==> src/rtl/decode_pipe.sv <==
// ---------------------------------------------------------------------------
// decode_pipe
//   Instruction buffer plus one registered RV32I decode stage. Incoming
//   {instr, pc} pairs go into a DEPTH-entry FIFO. The FIFO head is decoded
//   combinationally and captured into the output bundle register whenever
//   that register is empty or being consumed.
//
//   Optional build macro: DECODE_M_EXT_EN
//     When defined, R-type words with funct7=0000001 (M extension) decode
//     to alucodes 11..14 with regwrite set. When it is not defined, those
//     words are flagged illegal.
//
// Parameters
//   DEPTH : instruction-buffer entries (power of 2, 2..16)
//   PC_W  : width of the PC carried with each instruction
//
// Ports
//   clk, reset           : rising-edge clock, synchronous active-high reset
//   flush                : drop every buffered and decoded instruction
//   in_valid/in_ready    : producer handshake; in_instr, in_pc are the payload
//   out_valid/out_ready  : consumer handshake; out_* is the decoded bundle
//   out_rs1/rs2/rd/funct3: raw register and funct3 fields
//   out_imm              : assembled immediate
//   out_alucode          : ALU operation code
//   out_regwrite..out_alusrcb : datapath controls
//   out_illegal          : unrecognised encoding
//   count                : number of entries held in the FIFO
//
// Handshake: a transfer happens on a rising edge where valid && ready are
//   both high. A valid that is not accepted keeps its payload stable until
//   it is. On the output side, out_* does not change while
//   out_valid && !out_ready.
// ---------------------------------------------------------------------------
module decode_pipe #(
  parameter int DEPTH = 4,
  parameter int PC_W  = 32
) (
  input  logic                     clk,
  input  logic                     reset,
  input  logic                     flush,
  input  logic                     in_valid,
  output logic                     in_ready,
  input  logic [31:0]              in_instr,
  input  logic [PC_W-1:0]          in_pc,
  output logic                     out_valid,
  input  logic                     out_ready,
  output logic [PC_W-1:0]          out_pc,
  output logic [4:0]               out_rs1,
  output logic [4:0]               out_rs2,
  output logic [4:0]               out_rd,
  output logic [2:0]               out_funct3,
  output logic [31:0]              out_imm,
  output logic [3:0]               out_alucode,
  output logic                     out_regwrite,
  output logic                     out_memread,
  output logic                     out_memwrite,
  output logic                     out_memtoreg,
  output logic                     out_jump,
  output logic                     out_jalr,
  output logic                     out_branch,
  output logic                     out_alusrca,
  output logic [1:0]               out_alusrcb,
  output logic                     out_illegal,
  output logic [$clog2(DEPTH):0]   count
);

  localparam int AW = $clog2(DEPTH);
  localparam int CW = AW + 1;
  localparam logic [CW-1:0] DEPTH_C = CW'(DEPTH);

  localparam logic [6:0] OP_R      = 7'b0110011;
  localparam logic [6:0] OP_I      = 7'b0010011;
  localparam logic [6:0] OP_LOAD   = 7'b0000011;
  localparam logic [6:0] OP_STORE  = 7'b0100011;
  localparam logic [6:0] OP_BRANCH = 7'b1100011;
  localparam logic [6:0] OP_JAL    = 7'b1101111;
  localparam logic [6:0] OP_JALR   = 7'b1100111;
  localparam logic [6:0] OP_LUI    = 7'b0110111;
  localparam logic [6:0] OP_AUIPC  = 7'b0010111;

  typedef struct packed {
    logic [PC_W-1:0] pc;
    logic [4:0]      rs1;
    logic [4:0]      rs2;
    logic [4:0]      rd;
    logic [2:0]      funct3;
    logic [31:0]     imm;
    logic [3:0]      alucode;
    logic            regwrite;
    logic            memread;
    logic            memwrite;
    logic            memtoreg;
    logic            jump;
    logic            jalr;
    logic            branch;
    logic            alusrca;
    logic [1:0]      alusrcb;
    logic            illegal;
  } bundle_t;

  // ---------------- FIFO storage and pointers ----------------
  logic [31:0]     mem_instr [DEPTH];
  logic [PC_W-1:0] mem_pc    [DEPTH];
  logic [AW-1:0]   wr_ptr;
  logic [AW-1:0]   rd_ptr;
  logic [CW-1:0]   cnt_q;

  logic push;
  logic pop;

  // Full is judged on the current count only. A full FIFO therefore refuses
  // a push even in a cycle where it is also popping.
  assign in_ready = !reset && !flush && (cnt_q < DEPTH_C);
  assign push     = in_valid && in_ready;
  assign pop      = !reset && !flush && (cnt_q != '0) && (!out_valid || out_ready);
  assign count    = cnt_q;

  always_ff @(posedge clk) begin
    if (push) begin
      mem_instr[wr_ptr] <= in_instr;
      mem_pc[wr_ptr]    <= in_pc;
    end
  end

  // ---------------- Decode of the FIFO head ----------------
  logic [31:0] head_instr;
  bundle_t     dec;

  assign head_instr = mem_instr[rd_ptr];

  // Base-ISA ALU code for a funct3 value. alt is instr[30]. The caller
  // masks alt where it must not apply.
  function automatic logic [3:0] alu_from_f3(input logic [2:0] f3, input logic alt);
    logic [3:0] code;
    case (f3)
      3'd0:    code = alt ? 4'd1 : 4'd0;   // sub / add
      3'd1:    code = 4'd6;                // sll
      3'd2:    code = 4'd9;                // slt
      3'd3:    code = 4'd10;               // sltu
      3'd4:    code = 4'd4;                // xor
      3'd5:    code = alt ? 4'd8 : 4'd7;   // sra / srl
      3'd6:    code = 4'd5;                // or
      default: code = 4'd3;                // and
    endcase
    return code;
  endfunction

  always_comb begin
    logic [6:0] opcode;
    logic [2:0] f3;
    logic       is_r;
    logic       is_jal;
    logic       is_jalr;

    opcode  = head_instr[6:0];
    f3      = head_instr[14:12];
    is_r    = (opcode == OP_R);
    is_jal  = (opcode == OP_JAL);
    is_jalr = (opcode == OP_JALR);

    dec          = '0;
    dec.pc       = mem_pc[rd_ptr];
    dec.rs1      = head_instr[19:15];
    dec.rs2      = head_instr[24:20];
    dec.rd       = head_instr[11:7];
    dec.funct3   = f3;
    dec.alusrca  = is_jal || is_jalr || (opcode == OP_AUIPC);
    dec.alusrcb  = {is_jal || is_jalr, !(is_r || is_jal || is_jalr)};

    case (opcode)
      OP_R: begin
        dec.regwrite = 1'b1;
        if (head_instr[31:25] == 7'b0000001) begin
`ifdef DECODE_M_EXT_EN
          case (f3)
            3'd0:               dec.alucode = 4'd11;  // mul
            3'd1, 3'd2, 3'd3:   dec.alucode = 4'd12;  // mulh*
            3'd4, 3'd5:         dec.alucode = 4'd13;  // div/divu
            default:            dec.alucode = 4'd14;  // rem/remu
          endcase
`else
          dec.illegal = 1'b1;
`endif
        end else begin
          dec.alucode = alu_from_f3(f3, head_instr[30]);
        end
      end
      OP_I: begin
        dec.regwrite = 1'b1;
        // instr[30] only distinguishes srai from srli. For addi it belongs
        // to the immediate.
        dec.alucode  = alu_from_f3(f3, (f3 == 3'd5) && head_instr[30]);
        if (f3 == 3'd1 || f3 == 3'd5)
          dec.imm = {27'd0, head_instr[24:20]};
        else
          dec.imm = {{20{head_instr[31]}}, head_instr[31:20]};
      end
      OP_LOAD: begin
        dec.regwrite = 1'b1;
        dec.memread  = 1'b1;
        dec.memtoreg = 1'b1;
        dec.imm      = {{20{head_instr[31]}}, head_instr[31:20]};
      end
      OP_STORE: begin
        dec.memwrite = 1'b1;
        dec.imm      = {{20{head_instr[31]}}, head_instr[31:25], head_instr[11:7]};
      end
      OP_BRANCH: begin
        dec.branch = 1'b1;
        dec.imm    = {{19{head_instr[31]}}, head_instr[31], head_instr[7],
                      head_instr[30:25], head_instr[11:8], 1'b0};
      end
      OP_JAL: begin
        dec.regwrite = 1'b1;
        dec.jump     = 1'b1;
        dec.imm      = {{11{head_instr[31]}}, head_instr[31], head_instr[19:12],
                        head_instr[20], head_instr[30:21], 1'b0};
      end
      OP_JALR: begin
        dec.regwrite = 1'b1;
        dec.jump     = 1'b1;
        dec.jalr     = 1'b1;
        dec.imm      = {{20{head_instr[31]}}, head_instr[31:20]};
      end
      OP_LUI: begin
        dec.regwrite = 1'b1;
        dec.alucode  = 4'd2;
        dec.imm      = {head_instr[31:12], 12'h000};
      end
      OP_AUIPC: begin
        dec.regwrite = 1'b1;
        dec.imm      = {head_instr[31:12], 12'h000};
      end
      default: dec.illegal = 1'b1;
    endcase

    // An illegal word must never write state or redirect the PC.
    if (dec.illegal) begin
      dec.regwrite = 1'b0;
      dec.memread  = 1'b0;
      dec.memwrite = 1'b0;
      dec.memtoreg = 1'b0;
      dec.jump     = 1'b0;
      dec.branch   = 1'b0;
    end
  end

  // ---------------- Pointers, count, output register ----------------
  bundle_t out_q;

  always_ff @(posedge clk) begin
    if (reset) begin
      wr_ptr    <= '0;
      rd_ptr    <= '0;
      cnt_q     <= '0;
      out_valid <= 1'b0;
      out_q     <= '0;
    end else if (flush) begin
      wr_ptr    <= '0;
      rd_ptr    <= '0;
      cnt_q     <= '0;
      out_valid <= 1'b0;
    end else begin
      // Pointers are AW bits wide, so they wrap modulo DEPTH on their own.
      if (push) wr_ptr <= wr_ptr + 1'b1;
      if (pop)  rd_ptr <= rd_ptr + 1'b1;
      case ({push, pop})
        2'b10:   cnt_q <= cnt_q + 1'b1;
        2'b01:   cnt_q <= cnt_q - 1'b1;
        default: cnt_q <= cnt_q;
      endcase
      if (pop) begin
        out_q     <= dec;
        out_valid <= 1'b1;
      end else if (out_ready) begin
        out_valid <= 1'b0;
      end
    end
  end

  assign out_pc       = out_q.pc;
  assign out_rs1      = out_q.rs1;
  assign out_rs2      = out_q.rs2;
  assign out_rd       = out_q.rd;
  assign out_funct3   = out_q.funct3;
  assign out_imm      = out_q.imm;
  assign out_alucode  = out_q.alucode;
  assign out_regwrite = out_q.regwrite;
  assign out_memread  = out_q.memread;
  assign out_memwrite = out_q.memwrite;
  assign out_memtoreg = out_q.memtoreg;
  assign out_jump     = out_q.jump;
  assign out_jalr     = out_q.jalr;
  assign out_branch   = out_q.branch;
  assign out_alusrca  = out_q.alusrca;
  assign out_alusrcb  = out_q.alusrcb;
  assign out_illegal  = out_q.illegal;

endmodule

==> config.mk <==
export PLATFORM = sky130hd
export DESIGN_NAME = decode_pipe
export DESIGN_NICKNAME = d
export VERILOG_FILES = /design/src/rtl/decode_pipe.sv
export SDC_FILE = /design/constraint.sdc
export NUM_CORES = 1
export LEC_CHECK = 0
export CORE_ASPECT_RATIO = 0.6
export CORE_MARGIN = 2
export CORE_UTILIZATION = 40
export DETAILED_ROUTE_END_ITERATION = 16
export DONT_BUFFER_PORTS = 1
export PLACE_DENSITY = 0.61
export SYNTH_ARGS = -nofsm -noshare
export SYNTH_HDL_FRONTEND = slang
export SYNTH_SLANG_ARGS = --single-unit
==> constraint.sdc <==
create_clock -name clk -period 3.8 [get_ports clk]
set_input_delay 0.57 -clock clk [delete_from_list [all_inputs] [get_ports clk]]
set_output_delay 0.57 -clock clk [all_outputs]
set_load 0.01 [all_outputs]
==> results of run 1 <==
==> metal layers <==
layer	track usage (%)	part of all wire, %
met2	25.8	43
met4	4.57	2.0
met3	8.11	12
met1	25.7	43
met5	0	0
==> Yosys cell counts, types with 2 or more instances <==
cell type                   count
sky130_fd_sc_hd__buf_6          3
sky130_fd_sc_hd__nand3b_1       2
sky130_fd_sc_hd__a31oi_1        7
sky130_fd_sc_hd__a21o_1         2
sky130_fd_sc_hd__mux2i_1        2
sky130_fd_sc_hd__nand3_1        4
sky130_fd_sc_hd__mux4_1         2
sky130_fd_sc_hd__xnor2_1        2
sky130_fd_sc_hd__a32oi_1        4
sky130_fd_sc_hd__nor4_2         2
sky130_fd_sc_hd__nor2b_1        4
sky130_fd_sc_hd__o22ai_1        2
sky130_fd_sc_hd__buf_4          3
sky130_fd_sc_hd__or3_1          3
sky130_fd_sc_hd__xor2_1         3
sky130_fd_sc_hd__a22o_1         6
sky130_fd_sc_hd__a2111oi_4      2
sky130_fd_sc_hd__dfxtp_1      106
sky130_fd_sc_hd__nor4_4         2
sky130_fd_sc_hd__buf_2          4
sky130_fd_sc_hd__nor3_1         7
sky130_fd_sc_hd__nand2b_1       3
sky130_fd_sc_hd__clkbuf_1      31
sky130_fd_sc_hd__and3_1         4
sky130_fd_sc_hd__nand2_1      145
sky130_fd_sc_hd__nor2_1        16
sky130_fd_sc_hd__nor4_1         4
sky130_fd_sc_hd__a21oi_1       59
sky130_fd_sc_hd__a211oi_1       3
sky130_fd_sc_hd__nor3b_1        4
sky130_fd_sc_hd__mux2_2         2
sky130_fd_sc_hd__o21ai_0       10
sky130_fd_sc_hd__mux4_2        61
sky130_fd_sc_hd__ha_1           5
sky130_fd_sc_hd__inv_1         16
sky130_fd_sc_hd__or2_2          2
sky130_fd_sc_hd__a22oi_1       20
sky130_fd_sc_hd__edfxtp_1     256
sky130_fd_sc_hd__and3b_1        2
sky130_fd_sc_hd__o221ai_2       2
sky130_fd_sc_hd__o31ai_1        3
sky130_fd_sc_hd__buf_1          7
==> area by class of cell <==
type	count	area (sq um)
multi-input combinational	414	3450
clock inverter	23	234
timing repair buffer	16	170
sequential	362	9810
tap	459	574
inverter	16	60.1
clock buffer	40	937
fill	2934	18300
==> power groups by stage <==
stage / clock (mW) / combinational (mW) / sequential (mW)
finish: 3.57 / 0.109 / 4.26
global placement: 0 / 0.109 / 4.35
floorplan: 0 / 0.0862 / 4.35
global route: 3.81 / 0.118 / 4.26
CTS: 3.65 / 0.109 / 4.26
detailed placement: 0 / 0.109 / 4.35
==> state kept, by name (all words and copies together) (netlist names), 2 cells and up, named ones only <==
name / cells
rd_ptr: 2
out_alusrcb: 2
mem_instr: 128
wr_ptr: 2
out_funct3: 3
out_rs1: 5
count: 3
out_imm: 32
out_pc: 32
out_alucode: 4
mem_pc: 128
out_rs2: 5
out_rd: 5
==> path summary, 6_finish.rpt <==
kind                 start          end  slack [ns]  cells after the start
setup / recovery      flop  out_illegal        0.86                      6
hold / removal       reset    out_pc[5]        0.12                      1
setup reg to reg      flop  out_illegal        0.86                      6
hold reg to reg   out_jump     out_jump        0.49                      2
==> cell families after synthesis <==
kind of cell | after synthesis
compound gates | 124
buf+inv | 65
mux | 67
xor+xnor | 5
fa+ha+maj | 6
flops | 362
simple gates | 212
==> critical path: cells and delay by family, from the launching register on <==
| kind | cells | cell delay, ns |
|---|---|---|
| AND/OR/NAND/NOR | 2 | 0.77 |
| flip-flops | 1 | 0.56 |
| multiplexers | 1 | 0.59 |
| AO/OA/AOI/OAI | 2 | 0.63 |
| buffers and inverters | 1 | 0.34 |
==> flow_summary.rst, run 1 <==
.. list-table::
   :header-rows: 1

   * - Metric
     - Value
   * - Startpoint-to-endpoint class of the critical path
     - reg -> reg
   * - Type of element capturing the critical path
     - flop
   * - Clock network latency to the later pin of the worst-skew pair
     - between 0.5 and 0.6 ns
   * - Number of enable-type register cells in the synthesized netlist
     - between 200 and 300
   * - Delay of the slowest cell on the worst path
     - around 0.59 ns
   * - Layout Utilization
     - 45.5%
   * - Hold-fix buffers, CTS
     - 0
   * - Number of failing setup endpoints in the final timing report
     - 0
   * - Share of synthesized registers carrying an async set or reset
     - 0%
   * - Aggregate routed wire length
     - roughly 32 mm
   * - Average cell area after synthesis
     - around 16 sq um
   * - All-Layer GR Usage
     - 18.3%
   * - Number of buffers added by the clock tree synthesis step
     - 35
   * - Total Neg Setup Slack
     - 0 ns
   * - Number of design rule violations left after detail routing
     - 0
   * - Max-Cap Viols
     - 0
   * - Synth Flop Type
     - sky130_fd_sc_hd__edfxtp_1
   * - Buffers from clock root to sink, at most
     - 3
   * - Count of mapped cells out of synthesis
     - roughly 840
   * - Arrival time of data at the critical path endpoint
     - ~3.4 ns
   * - Power dissipated by switching net loads
     - ~1.5 mW
   * - Arithmetic-cell share of the synthesized area counting full adders, half adders and majority gates
     - less than 1%
   * - Largest family of logic cells by synthesized area
     - multiplexers
   * - Internal portion of total power
     - 6.40 mW
   * - First-pass GRT wire length
     - 47.1 mm
   * - Final estimated routing congestion in global placement
     - a little under 0.9
   * - Synth-to-Final Area Change
     - 12.9%
   * - Library cell with the largest summed area after synthesis
     - sky130_fd_sc_hd__edfxtp_1
   * - Drt first pass iters
     - 5
   * - Achievable Freq
     - ~340 MHz
   * - Path type of the worst min-delay path
     - in -> reg
   * - Final Hold Viols
     - 0
   * - Post-placement worst setup slack
     - 0.846 ns
   * - Deepest level of the CTS H-tree
     - 2
   * - Via Count
     - about 7,200
   * - Worst slew margin relative to its limit
     - approximately 33%
   * - Clock Skew
     - 0.0185 ns
   * - Post-Place Cell Area
     - 14,100 sq um
   * - Commonest non-fill, non-tap cells in the layout
     - 256 x sky130_fd_sc_hd__edfxtp_1, 145 x sky130_fd_sc_hd__nand2_1, 103 x sky130_fd_sc_hd__dfxtp_1, 61 x sky130_fd_sc_hd__mux4_2, 59 x sky130_fd_sc_hd__a21oi_1
   * - Clock tree from TritonCTS
     - yes
   * - I/O pin total
     - 171
   * - Cells along the critical path
     - buf_4 > mux4_2 > nor4b_1 > nand2_1 > a2111oi_0 > a21o_1
   * - Starting DRT DRC Count
     - between 600 and 700
   * - Fin cells
     - 1,330
   * - Share of the synthesized area in the top cell type
     - roughly 57%
   * - Number of warnings printed during yosys synthesis
     - 0
   * - Initial Utilization
     - 40.3%
   * - Sequential group share of total power
     - between 50% and 60%
   * - Post-CTS Resized
     - 0
   * - Highest ir drop seen on vdd
     - between 300 and 400 uV
   * - Root buffer selected by CTS
     - sky130_fd_sc_hd__clkbuf_16
   * - Die Wd
     - approximately 240 um
   * - Core area
     - ~34,000 sq um
   * - Parity-gate share of the synthesized area counting xor and xnor cells
     - less than 1%
   * - Vertical die dimension
     - roughly 150 um
   * - Multiplexer share of the synthesized area
     - a little over a tenth
   * - Sequential element share of the synthesized area
     - between 70% and 80%
   * - Post-CTS repair timing setup buffer count
     - 0
   * - Layout cells sized above 1
     - ~18%
   * - Status
     - finished clean
   * - Total of buffers placed on input and output ports
     - 0
   * - Post-synthesis compound-gate area fraction
     - 6.09%
   * - Number of global-route vias before repair
     - around 7,200
   * - Combinational group share of total power
     - under 10%
   * - Simple-gate portion of the synthesized area
     - roughly 7.4%
   * - GRT Residual Overflow
     - 0
   * - Final worst-path cycle share
     - between 70% and 80%
   * - Detailed-placement wirelength estimate
     - between 20 and 25 mm
   * - Power density relative to cell area
     - approximately 520 nW/um^2
   * - Number of clock sinks seen by CTS
     - 362
   * - Clock-pin slew on the worst setup and hold paths
     - about 0.070 ns
   * - Count of pins over their slew limit
     - 0
   * - Most common cell after layout, fill and taps aside
     - sky130_fd_sc_hd__edfxtp_1
   * - Nets
     - 920
   * - Count of standard-cell rows
     - 52
   * - Number of instances in the placed design
     - 1,267
   * - Critical Path Slowest Stage Cell
     - sky130_fd_sc_hd__mux4_2
   * - Unique cell type count in the Yosys netlist
     - 56
   * - Final Instance Area
     - ~15,000 sq um
   * - Final worst path period need
     - about 2.9 ns
   * - Number of antenna repair diodes
     - 0
   * - Element type at the critical path start
     - flop
   * - Cell area after technology mapping
     - between 10,000 and 15,000 sq um
   * - Detail-routed via count per cell
     - ~5.4
   * - Net count after synthesis
     - 916
   * - Design Power
     - 7.94 mW
   * - Switching Share
     - between 10% and 20%
   * - Slack of the critical path
     - around 0.86 ns
   * - Min Hold Slack
     - approximately 0.12 ns
   * - Leakage
     - ~4.8 nW
   * - Required time of the critical path
     - ~4.3 ns
   * - Dominant cells by area after synthesis
     - sky130_fd_sc_hd__edfxtp_1 57%, sky130_fd_sc_hd__dfxtp_1 16%, sky130_fd_sc_hd__mux4_2 10%
   * - Setup repair after global routing missed its margin
     - false
   * - Die area
     - between 30,000 and 40,000 sq um
   * - Antenna violations before repair
     - 0
   * - Number of antenna-violating nets in the routed design
     - 0
   * - Critical-path maximum fanout
     - 12
   * - Maximum number of pins on one net before global-route repair
     - 68
   * - Worst-margin pin slew
     - roughly 1 ns
   * - Part of the total power dissipated in the clock network
     - around 45%
   * - Flip-flop and latch count after synthesis
     - ~360
   * - Mean routed wirelength per cell
     - ~24 um
Power figures use the tool's default switching activity.
==> run 2: changes to the inputs <==
--- a/config.mk
+++ b/config.mk
@@ -10,7 +10,7 @@
 export CORE_UTILIZATION = 40
 export DETAILED_ROUTE_END_ITERATION = 16
 export DONT_BUFFER_PORTS = 1
-export PLACE_DENSITY = 0.61
+export PLACE_DENSITY = 0.63
 export SYNTH_ARGS = -nofsm -noshare
 export SYNTH_HDL_FRONTEND = slang
 export SYNTH_SLANG_ARGS = --single-unit
==> constraint.sdc (replaced) <==
create_clock -name clk -period 2.6 [get_ports clk]
set_input_delay 0.39 -clock clk [delete_from_list [all_inputs] [get_ports clk]]
set_output_delay 0.39 -clock clk [all_outputs]
set_load 0.01 [all_outputs]
==> flow_summary.rst, run 2 (synthesis gave the netlist of run 1 again) <==
.. list-table::
   :header-rows: 1

   * - Metric
     - Value
   * - Status
     - finished clean
   * - Post-placement worst setup slack
     - -0.0388 ns (-0.884 ns)
   * - Arrival time of data at the critical path endpoint
     - 2.95 ns (-0.46 ns)
   * - Number of design rule violations left after detail routing
     - 0 (unchanged)
   * - Antenna violations before repair
     - 5 (+5)
   * - I/O pin total
     - 171 (unchanged)
   * - Final worst path period need
     - 2.48 ns (-0.458 ns)
   * - Leakage
     - 5.21 nW (+8.8%)
   * - Number of clock sinks seen by CTS
     - 362 (unchanged)
   * - Number of buffers added by the clock tree synthesis step
     - 35 (unchanged)
   * - Max-Cap Viols
     - 0 (unchanged)
   * - Detail-routed via count per cell
     - 5.32 (-2.2%)
   * - Setup repair after global routing missed its margin
     - false
   * - Type of element capturing the critical path
     - flop
   * - Core area
     - 33,500 sq um (unchanged)
   * - Clock-pin slew on the worst setup and hold paths
     - 0.07 ns (about the same)
   * - Critical-path maximum fanout
     - 10 (-2)
   * - Achievable Freq
     - 403 MHz (+18%)
   * - Count of pins over their slew limit
     - 0 (unchanged)
   * - All-Layer GR Usage
     - 18.7% (+0.46 points)
   * - Number of instances in the placed design
     - 1,292 (+2.0%)
   * - Worst slew margin relative to its limit
     - 60.8% (+28 points)
   * - Detailed-placement wirelength estimate
     - 21.2 mm (+2.1%)
   * - Number of antenna-violating nets in the routed design
     - 0 (unchanged)
   * - Clock tree from TritonCTS
     - yes
   * - Min Hold Slack
     - 0.0468 ns (-0.0743 ns)
   * - Number of global-route vias before repair
     - 7,611 (+5.2%)
   * - Final worst-path cycle share
     - 95.3% (+18 points)
   * - Startpoint-to-endpoint class of the critical path
     - reg -> reg
   * - Die Wd
     - 241 um (unchanged)
   * - Layout Utilization
     - 48.2% (+2.8 points)
   * - Commonest non-fill, non-tap cells in the layout
     - 256 x sky130_fd_sc_hd__edfxtp_1, 145 x sky130_fd_sc_hd__nand2_1, 103 x sky130_fd_sc_hd__dfxtp_1, 64 x sky130_fd_sc_hd__dlygate4sd3_1, 62 x sky130_fd_sc_hd__mux4_2
   * - Clock Skew
     - 0.0243 ns (+0.00586 ns)
   * - Count of standard-cell rows
     - 52 (unchanged)
   * - Number of failing setup endpoints in the final timing report
     - 0 (unchanged)
   * - Initial Utilization
     - 40.3% (unchanged)
   * - Element type at the critical path start
     - flop
   * - Final Hold Viols
     - 0 (unchanged)
   * - Die area
     - 35,300 sq um (unchanged)
   * - Maximum number of pins on one net before global-route repair
     - 59 (-13%)
   * - Synth-to-Final Area Change
     - 19.7%
   * - Final estimated routing congestion in global placement
     - 0.875 (-0.87%)
   * - First-pass GRT wire length
     - 48.9 mm (+3.6%)
   * - Via Count
     - 7,581 (+4.8%)
   * - Post-Place Cell Area
     - 14,300 sq um (+1.9%)
   * - Aggregate routed wire length
     - 32.8 mm (+3.6%)
   * - Fin cells
     - 1,425 (+7.1%)
   * - Root buffer selected by CTS
     - sky130_fd_sc_hd__clkbuf_16
   * - Buffers from clock root to sink, at most
     - 3 (unchanged)
   * - Slack of the critical path
     - 0.121 ns (-0.742 ns)
   * - Largest regs
     - mem_instr: 128 flops, mem_pc: 128 flops
   * - Worst-margin pin slew
     - 0.588 ns (-0.422 ns)
   * - Clock network latency to the later pin of the worst-skew pair
     - 0.53 ns (about the same)
   * - Highest ir drop seen on vdd
     - 621 uV (+68%)
   * - Final Instance Area
     - 16,200 sq um (+6.1%)
   * - GRT Residual Overflow
     - 0 (unchanged)
   * - Layout cells sized above 1
     - 19.4% (+1.6 points)
   * - Mean routed wirelength per cell
     - 23.0 um (-3.3%)
   * - Path type of the worst min-delay path
     - in -> reg
   * - Nets
     - 1,013 (+10%)
   * - Deepest level of the CTS H-tree
     - 2 (unchanged)
   * - Most common cell after layout, fill and taps aside
     - sky130_fd_sc_hd__edfxtp_1
   * - Starting DRT DRC Count
     - 702 (+1.3%)
   * - Power density relative to cell area
     - 713 nW/um^2 (+37%)
   * - Vertical die dimension
     - 146 um (unchanged)
   * - Total of buffers placed on input and output ports
     - 0 (unchanged)
   * - Required time of the critical path
     - 3.07 ns (-1.21 ns)
   * - Drt first pass iters
     - 5 (unchanged)
## run 2: layout make-up
class / count / area [sq um]
Tap cell: 459 / 574
Fill cell: 2844 / 17300
Timing Repair Buffer: 109 / 1120
Inverter: 16 / 60.1
Clock buffer: 48 / 986
Clock inverter: 13 / 123
Antenna cell: 4 / 10.0
Multi-Input combinational cell: 414 / 3470
Sequential cell: 362 / 9820
## run 2: power breakdown
group          switching, mW  total [mW]  internal, mW  leakage, nW
Clock                   2.12        4.98          2.86        0.546
Combinational          0.184       0.320         0.136         1.50
Sequential            0.0176        6.23          6.21         3.17
Total                   2.32        11.5          9.21         5.21
## run 2: layer usage
layer / wire length [um] / vias to the layer above / global-route usage [%]
met3: 2560 / 50 / 5.20
li1: - / 3413 / -
met1: 15000 / 3863 / 27.3
met4: 557 / 4 / 4.44
met5: 27 / - / 0
met2: 14700 / 251 / 27.8
## run 2: final timing paths
kind	end	slack [ns]	start	cells after the start
max	out_imm[9]	0.12	flop	6
min	out_branch	0.05	reset	2
max reg2reg	out_imm[9]	0.12	flop	6
min reg2reg	out_rs1[4]	0.50	out_rs1[4]	2
## run 2: worst max-delay path, cell delays in order, from the launching register on
cell and delay [ns]:
sky130_fd_sc_hd__dfxtp_4 0.43, sky130_fd_sc_hd__mux4_2 0.54, sky130_fd_sc_hd__buf_4 0.20, sky130_fd_sc_hd__mux2_2 0.33, sky130_fd_sc_hd__nor4_4 0.41, sky130_fd_sc_hd__o221a_2 0.35, sky130_fd_sc_hd__a22o_1 0.15
## run 2: repair_timing
| action | CTS | global route |
|---|---|---|
| buffers inserted | 1 | 2 |
| hold endpoints to repair | 314 | 0 |
| pin swaps | 1 | 2 |
| gates resized for setup | 1 | 4 |
| hold buffers | 65 | 0 |
| setup endpoints to repair | 18 | 38 |
## run 2: per-stage QoR
stage | setup TNS (ns) | total power [mW]
floorplan | 0 | 6.48
global placement | 0 | 6.52
detailed placement | -0.257 | 6.53
CTS | 0 | 11.7
global route | 0 | 11.9
finish | 0 | 11.5
